### src/rtl/tff_stream_pkg.sv
// Shared types and defaults for the toggle-flop stream decoder.
// The counter-width helper sizes counters that only need to reach n-1.
package tff_stream_pkg;

    typedef enum logic {
        HUNT = 1'b0,
        DATA = 1'b1
    } state_t;

    localparam logic [7:0] SYNC_DEFAULT        = 8'h7E;
    localparam int         DATA_W_DEFAULT      = 8;
    localparam int         FRAME_WORDS_DEFAULT = 4;

    function automatic int cnt_width(input int n);
        return (n <= 2) ? 1 : $clog2(n);
    endfunction

endpackage

### src/rtl/tff_stream_decoder_if.sv
// Line-side inputs plus the word-side valid/ready port of the stream decoder.
// The slave modport is the decoder's view; master is the surrounding logic.
interface tff_stream_decoder_if
    import tff_stream_pkg::*;
#(
    parameter int DATA_W = DATA_W_DEFAULT
);

    logic              line_q;
    logic              bit_en;
    logic              out_ready;
    logic [DATA_W-1:0] data_out;
    logic              data_out_valid;
    logic              sync_locked;
    logic              overrun;
    logic              frame_done;

    modport master (
        output line_q, bit_en, out_ready,
        input  data_out, data_out_valid, sync_locked, overrun, frame_done
    );

    modport slave (
        input  line_q, bit_en, out_ready,
        output data_out, data_out_valid, sync_locked, overrun, frame_done
    );

endinterface

### src/rtl/tff_bit_decoder.sv
// Recovers the toggle bit stream: a bit is 1 whenever the sampled level
// differs from the level seen at the previous strobe.
module tff_bit_decoder (
    input  logic clk,
    input  logic reset_n,
    input  logic line_q,
    input  logic bit_en,
    output logic dbit,
    output logic dbit_valid
);

    logic prev_level;

    // Reset level 0 matches the transmitting toggle flop's reset state.
    always_ff @(posedge clk or negedge reset_n) begin
        if (!reset_n) begin
            prev_level <= 1'b0;
        end else if (bit_en) begin
            prev_level <= line_q;
        end
    end

    assign dbit       = line_q ^ prev_level;
    assign dbit_valid = bit_en;

endmodule

### src/rtl/tff_stream_decoder.sv
// Toggle-flop line receiver: hunts for a sync byte, deserializes a frame of
// LSB-first words and offers each through a one-entry valid/ready register.
module tff_stream_decoder
    import tff_stream_pkg::*;
#(
    parameter int         DATA_W      = DATA_W_DEFAULT,
    parameter logic [7:0] SYNC_PAT    = SYNC_DEFAULT,
    parameter int         FRAME_WORDS = FRAME_WORDS_DEFAULT
) (
    input logic                 clk,
    input logic                 reset_n,
    tff_stream_decoder_if.slave bus
);

    localparam int BW = cnt_width(DATA_W);
    localparam int WW = cnt_width(FRAME_WORDS);

    localparam logic [BW-1:0] BIT_LAST  = BW'(DATA_W - 1);
    localparam logic [WW-1:0] WORD_LAST = WW'(FRAME_WORDS - 1);

    logic              dbit;
    logic              dbit_valid;
    state_t            state;
    logic [7:0]        sync_sr;
    logic [DATA_W-1:0] word_sr;
    logic [BW-1:0]     bit_cnt;
    logic [WW-1:0]     word_cnt;
    logic [7:0]        sync_next;
    logic [DATA_W-1:0] word_next;
    logic              accept;

    tff_bit_decoder u_bit_decoder (
        .clk        (clk),
        .reset_n    (reset_n),
        .line_q     (bus.line_q),
        .bit_en     (bus.bit_en),
        .dbit       (dbit),
        .dbit_valid (dbit_valid)
    );

    assign sync_next = {sync_sr[6:0], dbit};
    assign word_next = {dbit, word_sr[DATA_W-1:1]};
    assign accept    = bus.data_out_valid & bus.out_ready;

    // A completing word may load into the holding register only if it is
    // empty or being drained this very cycle; otherwise it is dropped.
    always_ff @(posedge clk or negedge reset_n) begin
        if (!reset_n) begin
            state              <= HUNT;
            sync_sr            <= '0;
            word_sr            <= '0;
            bit_cnt            <= '0;
            word_cnt           <= '0;
            bus.data_out       <= '0;
            bus.data_out_valid <= 1'b0;
            bus.sync_locked    <= 1'b0;
            bus.overrun        <= 1'b0;
            bus.frame_done     <= 1'b0;
        end else begin
            bus.overrun    <= 1'b0;
            bus.frame_done <= 1'b0;
            if (accept) begin
                bus.data_out_valid <= 1'b0;
            end

            case (state)
                HUNT: begin
                    if (dbit_valid) begin
                        sync_sr <= sync_next;
                        if (sync_next == SYNC_PAT) begin
                            state           <= DATA;
                            bit_cnt         <= '0;
                            word_cnt        <= '0;
                            bus.sync_locked <= 1'b1;
                        end
                    end
                end

                DATA: begin
                    if (dbit_valid) begin
                        word_sr <= word_next;
                        if (bit_cnt == BIT_LAST) begin
                            bit_cnt <= '0;
                            if (!bus.data_out_valid || accept) begin
                                bus.data_out       <= word_next;
                                bus.data_out_valid <= 1'b1;
                            end else begin
                                bus.overrun <= 1'b1;
                            end
                            if (word_cnt == WORD_LAST) begin
                                bus.frame_done  <= 1'b1;
                                bus.sync_locked <= 1'b0;
                                state           <= HUNT;
                                sync_sr         <= '0;
                                word_cnt        <= '0;
                            end else begin
                                word_cnt <= word_cnt + 1'b1;
                            end
                        end else begin
                            bit_cnt <= bit_cnt + 1'b1;
                        end
                    end
                end

                default: state <= HUNT;
            endcase
        end
    end

endmodule

### src/flat_wrapper.sv
// flat-port wrapper written by rule: the top's interface ports become plain ports
module tff_stream_decoder_flat import tff_stream_pkg::*;
#(
    parameter int         DATA_W      = DATA_W_DEFAULT,
    parameter logic [7:0] SYNC_PAT    = SYNC_DEFAULT,
    parameter int         FRAME_WORDS = FRAME_WORDS_DEFAULT
)
  (clk, reset_n, bus_line_q, bus_bit_en, bus_out_ready, bus_data_out, bus_data_out_valid, bus_sync_locked, bus_overrun, bus_frame_done);
  tff_stream_decoder_if #(.DATA_W(DATA_W)) bus_i ();
  input logic clk;
  input logic reset_n;
  input wire logic [$bits(bus_i.line_q)-1:0] bus_line_q;
  input wire logic [$bits(bus_i.bit_en)-1:0] bus_bit_en;
  input wire logic [$bits(bus_i.out_ready)-1:0] bus_out_ready;
  output wire logic [$bits(bus_i.data_out)-1:0] bus_data_out;
  output wire logic [$bits(bus_i.data_out_valid)-1:0] bus_data_out_valid;
  output wire logic [$bits(bus_i.sync_locked)-1:0] bus_sync_locked;
  output wire logic [$bits(bus_i.overrun)-1:0] bus_overrun;
  output wire logic [$bits(bus_i.frame_done)-1:0] bus_frame_done;
  assign bus_i.line_q = bus_line_q;
  assign bus_i.bit_en = bus_bit_en;
  assign bus_i.out_ready = bus_out_ready;
  assign bus_data_out = bus_i.data_out;
  assign bus_data_out_valid = bus_i.data_out_valid;
  assign bus_sync_locked = bus_i.sync_locked;
  assign bus_overrun = bus_i.overrun;
  assign bus_frame_done = bus_i.frame_done;
  tff_stream_decoder #(.DATA_W(DATA_W), .SYNC_PAT(SYNC_PAT), .FRAME_WORDS(FRAME_WORDS)) u_core (.clk(clk), .reset_n(reset_n), .bus(bus_i));
endmodule
### config.mk
export PLATFORM = sky130hd
export DESIGN_NAME = tff_stream_decoder_flat
export DESIGN_NICKNAME = d
export VERILOG_FILES = /design/src/rtl/tff_stream_pkg.sv /design/src/rtl/tff_stream_decoder_if.sv /design/src/rtl/tff_bit_decoder.sv /design/src/rtl/tff_stream_decoder.sv /design/src/flat_wrapper.sv
export SDC_FILE = /design/constraint.sdc
export NUM_CORES = 1
export LEC_CHECK = 0
export CAP_MARGIN = 20
export CORE_ASPECT_RATIO = 1.4
export CORE_MARGIN = 4
export CORE_UTILIZATION = 45
export DETAILED_ROUTE_END_ITERATION = 12
export DONT_BUFFER_PORTS = 1
export PLACE_DENSITY = 0.72
export SYNTH_ARGS = -nofsm -noshare
export SYNTH_HDL_FRONTEND = slang
export SYNTH_HIERARCHICAL = 1
export SYNTH_SLANG_ARGS = --single-unit
### constraint.sdc
create_clock -name clk -period 1.5 [get_ports clk]
set_input_delay 0.225 -clock clk [delete_from_list [all_inputs] [get_ports clk]]
set_output_delay 0.225 -clock clk [all_outputs]
set_load 0.02 [all_outputs]
After elaboration in Yosys (flattened, before gate mapping)
Index checks and enable logic that the tools add are counted.

storage, ports and cells
  register bits after elaboration = 34
  latch bits = 0
  bits in writable memories = 0
  ROM bits = 0
  output and inout port bits = 12
  memories = 0

cells by class
  $add $sub $neg = 2
  $mul = 0
  div/mod/pow operators = 0
  order comparisons = 0
  equal/unequal tests = 8
  shift-type cells = 0
  muxes and demuxes = 41
  bitwise operators = 3
  reduce and logical (&&, ||, !) cells = 8

operator list
  cell                                                    count
  2-to-1 mux 7 bit                                        4
  2-to-1 mux 1 bit                                        23
  case mux 7 bit (2 select lines)                         1
  2-to-1 mux 3 bit                                        4
  AND reduction 4 bit                                     3
  2-to-1 mux 2 bit                                        5
  equality test 8 x 7 -> 1 bit (second input constant)    1
  inequality test 2 bit (second input constant)           4
  case mux 3 bit (2 select lines)                         1
  AND reduction 5 bit                                     1
  case mux 1 bit (2 select lines)                         2
  case mux 2 bit (2 select lines)                         1
  adder 3 x 1 -> 3 bit (second input constant)            1
  equality test 3 bit (second input constant)             1
  AND reduction 3 bit                                     1
  adder 2 x 1 -> 2 bit (second input constant)            1
  equality test 2 bit (second input constant)             1
  inequality test 2 x 1 -> 1 bit (second input constant)  1
  AND reduction 2 bit                                     1
  bitwise AND 1 bit                                       1
  logical NOT 1 bit                                       1
  logical OR 1 bit                                        1
  inverter 1 bit                                          1
  bitwise XOR 1 bit                                       1

Logic depth before layout (Yosys ltp)
  depth after elaboration = 6
  mapped depth = 6

Modules after synthesis
The synthesis kept the hierarchy.

by module, submodules not included
  module              instances  cells an instance  area an instance (µm²)  sequential area each (µm²)
  tff_stream_decoder  1          101                1415.1                  800.8
  tff_bit_decoder     1          4                  56.3                    25.0

Least setup slack after synthesis
No wires, ideal clock.

  path kind = register to register
  start = reg u_core.bit_cnt[0]
  end = reg u_core.bus.data_out[0]
  setup time = 0.125 ns
  data arrival time = 1.435 ns
  data required time = 1.375 ns
  path slack = -0.060 ns
  stages on the path, launching flop included = 7
  clock period less this slack = 1.560 ns
  cell sequence = dfrtp_1 > ha_1 > ha_1 > nand3_2 > nor2b_4 > buf_8 > mux2_4

between the ends
  word-level cells in the longest chain between the ends = 2

ends and longest elaborated chain
  element                        RTL line                     source
  start: declaration             tff_stream_decoder.sv:26     logic [BW-1:0] bit_cnt;
  start signal: assignment       tff_stream_decoder.sv:100    bit_cnt <= bit_cnt + 1'b1;
  equality test 3 bit            tff_stream_decoder.sv:82     if (bit_cnt == BIT_LAST) begin
  AND reduction 4 bit (no line)  -
  end signal: assignment         tff_stream_decoder.sv:85     bus.data_out <= word_next;
  end: declaration               tff_stream_decoder_if.sv:25  output data_out, data_out_valid, sync_locked, overrun, frame_done

Every way passes these cells.
A chain may end at the register's enable or synchronous reset.

Final worst setup path
  start = reg u_core.bit_cnt[1]
  end = reg u_core.bus.data_out[6]

Same word-level chain as after synthesis.

==> run_results.csv <==
group,metric,value,unit
worst_setup_path,critPathLaunchType,"flop",
grt,grt_pass1_vias,880,
route,drtPass1Iterations,4,
sta,tightest_slew,367.0,ps
clocking,cts_tree,"built",
grt,antenna_found_initial,0,
finish,antennaDiodeCount,0,
clocking,path_clk_slew,70,ps
finish,area_growth,17.01,%
status,status,"finished clean",
worst_setup_path,crit_chain,"ha_4 > ha_4 > nand3_4 > nor2b_4 > buf_12 > mux2_4",
run,drv_cap,0,
finish,drive_gt1_share,37.50,%
synth,syn_area,0.001471,mm²
sta,rsz0062_at_grt,"true",
route,vias,858,
floorplanning,ios,17,
floorplanning,die_w,56.33,µm
worst_setup_path,critPathCaptureType,"flop",
finish,postLayoutCellArea,0.001722,mm²
sta,maxSlewViolCount,0,
place,gp_congestion,0.6734,
sta,finalCriticalPeriod,1476,ps
power_and_ir_drop,vdd_ir_drop_max,797.5,µV
floorplanning,initial_core_util,47.12,%
worst_setup_path,cp_max_fo,8,
clocking,clock_path_buffers,2,
grt,grt_util_all_layers,13.67,%
sta,fin_worst_skew,4.943,ps
floorplanning,die-area,0.004262,mm²
sta,hold_viol_final,0,
sta,worst_slew_margin_rel,75.53,%
place,hpwlAfterDp,1783,µm
power_and_ir_drop,power,3.401,mW
power_and_ir_drop,p_leak,0.7854,nW
synth,netlist_instances,105,
worst_setup_path,worstPathArrival,1640,ps
finish,final_core_util,55.13,%
floorplanning,coreArea,0.003123,mm²
place,place_area,0.001573,mm²
route,wl,2648,µm
grt,grt_pass1_wl,4319,µm
place,numPortBuffers,0,
synth,synth_area_per_cell,14.01,µm²
synth,synthDistinctLibCells,31,
sta,hold_ws,88.88,ps
synth,seq_area_frac_synth,56.12,%
clocking,clkLatencyLatePin,280,ps
floorplanning,rows,24,
worst_setup_path,crit_type,"flop to flop",
route,drt_iter0_drc,34,
route,vias_per_cell,5.396,
clocking,cts-htree-levels,2,
worst_setup_path,crit_family,"flip-flops",
worst_setup_path,slowest_stage,"dfrtp_1",
floorplanning,die_y,75.66,µm
grt,overflow,0,
route,drt-wirelength-per-cell,16.65,µm
worst_setup_path,critPathMostFrequentCell,"ha_4",
power_and_ir_drop,pwr_density_cell,1976,mW/mm²
sta,tns,0,ps
synth,synth_warnings,6,
clocking,cts_buffers,5,
clocking,clock-sinks,33,
synth,synth_nets,114,
worst_setup_path,slowest_delay,400,ps
grt,grt_max_degree,34,
route,ant_nets,0,
synth,synth_seq_cells,33,
route,drcViolationCount,0,
sta,max_freq,677.7,MHz
worst_setup_path,path_buf_inv,1,
sta,finalSetupViolCount,0,
clocking,ctsRootBufferMaster,"clkbuf_8",
min_path,hp-class,"input pin to flop",
sta,finalCritPeriodShare,98.37,%
finish,fin_nets,128,
worst_setup_path,worstPathRequired,1670,ps
area by class of cell:
class	instances	area, µm²
Sequential cell	33	825.8
Clock buffer	5	68.82
Tap cell	39	48.80
Clock inverter	3	17.52
Inverter	4	15.01
Fill cell	251	1401
Timing Repair Buffer	12	117.6
Multi-Input combinational cell	63	628.1
per-stage QoR:
stage                     setup slack, ps  std cells
final                               24.38        159
after global routing               -9.660        159
after CTS                           11.41        158
after detailed placement           -58.16        147
after global placement              38.14        147
after floorplan                     16.52        105
registers in the layout (all words and copies together) (netlist names), 2 cells and up:
| register | flops |
|---|---|
| u_core/word_cnt | 2 |
| u_core/bus.data_out | 8 |
| u_core/sync_sr | 7 |
| u_core/bit_cnt | 3 |
| u_core/word_sr | 7 |
synthesized netlist by cell type, drive strengths merged:
| library cell | number | area share (%) |
|---|---|---|
| nor2b | 2 | 1.4 |
| mux2i | 1 | 0.68 |
| dfrtp | 33 | 56 |
| a21bo | 1 | 0.68 |
| o31a | 2 | 1.2 |
| o311ai | 3 | 1.8 |
| nand2b | 5 | 2.6 |
| ha | 4 | 3.4 |
| and2 | 1 | 0.43 |
| buf | 5 | 2.9 |
| nand2 | 4 | 1.2 |
| mux2 | 16 | 15 |
| o2bb2ai | 1 | 0.60 |
| xor2 | 1 | 0.60 |
| nor2 | 3 | 0.77 |
| nand4b | 3 | 1.8 |
| inv | 4 | 1.0 |
| o21ai | 3 | 1.8 |
| a22o | 7 | 4.2 |
| nand3 | 5 | 2.0 |
| a21oi | 1 | 0.34 |
path summary, 6_finish.rpt:
check / startpoint / endpoint / slack [ps] / cells after the start
worst max-delay path: u_core/bit_cnt[1]$_DFFE_PN0P_ / u_core/bus.data_out[6]$_DFFE_PN0P_ / 20 / 6
worst min-delay path: bus_line_q / u_core/u_bit_decoder/prev_level$_DFFE_PN0P_ / 90 / 1
worst max register to register: u_core/bit_cnt[1]$_DFFE_PN0P_ / u_core/bus.data_out[6]$_DFFE_PN0P_ / 20 / 6
worst min register to register: u_core/sync_sr[6]$_DFFE_PN0P_ / u_core/sync_sr[6]$_DFFE_PN0P_ / 500 / 1
max in group asynchronous: reset_n / u_core/sync_sr[3]$_DFFE_PN0P_ / 950 / 2
min in group asynchronous: reset_n / u_core/word_sr[1]$_DFFE_PN0P_ / 380 / 2
cells in the final DEF, fill, tap and decap left out, types with 2 or more instances in the layout:
cell type / instances
mux2_2: 7
ha_1: 2
a22o_1: 7
ha_4: 2
buf_12: 2
o311ai_1: 2
nand2_1: 3
o21ai_0: 2
mux2_4: 9
dfrtp_1: 33
nand4b_1: 3
nand2b_1: 4
nor2_1: 3
buf_4: 9
inv_1: 3
clkinv_2: 2
clkbuf_8: 5
nand3_1: 4
o31a_1: 2
what timing repair did:
item	4_1_cts	5_1_grt
gates resized for setup	3	0
pin swaps	1	2
hold endpoints to repair	33	0
setup buffers	1	1
hold buffers	2	0
setup endpoints to repair	9	11
layer usage:
metal  track usage, %  part of all wire, %
met1            15.18                   41
met2            23.28                   52
met3            4.915                  4.9
met4            7.124                  2.1
met5                0                    0
cell families (layout without fill, tap and decap cells):
| group | count (synthesis) | count (layout) | share of synthesized area (%) |
|---|---|---|---|
| AO/OA/AOI/OAI | 18 | 18 | 10.54 |
| XOR/XNOR | 1 | 1 | 0.5953 |
| adder cells (fa/ha/maj) | 4 | 4 | 3.401 |
| buffers and inverters | 9 | 24 | 3.911 |
| flip-flops | 33 | 33 | 56.12 |
| multiplexers | 17 | 17 | 15.22 |
| AND/OR/NAND/NOR | 23 | 23 | 10.20 |
power breakdown:
group / total [mW] / internal [mW] / switching (mW)
sequential: 1.72 / 1.26 / 0.459
clock: 0.641 / 0.319 / 0.321
combinational: 1.04 / 0.644 / 0.398
total: 3.40 / 2.22 / 1.18
Note: power is estimated with default switching activity, not from simulation.
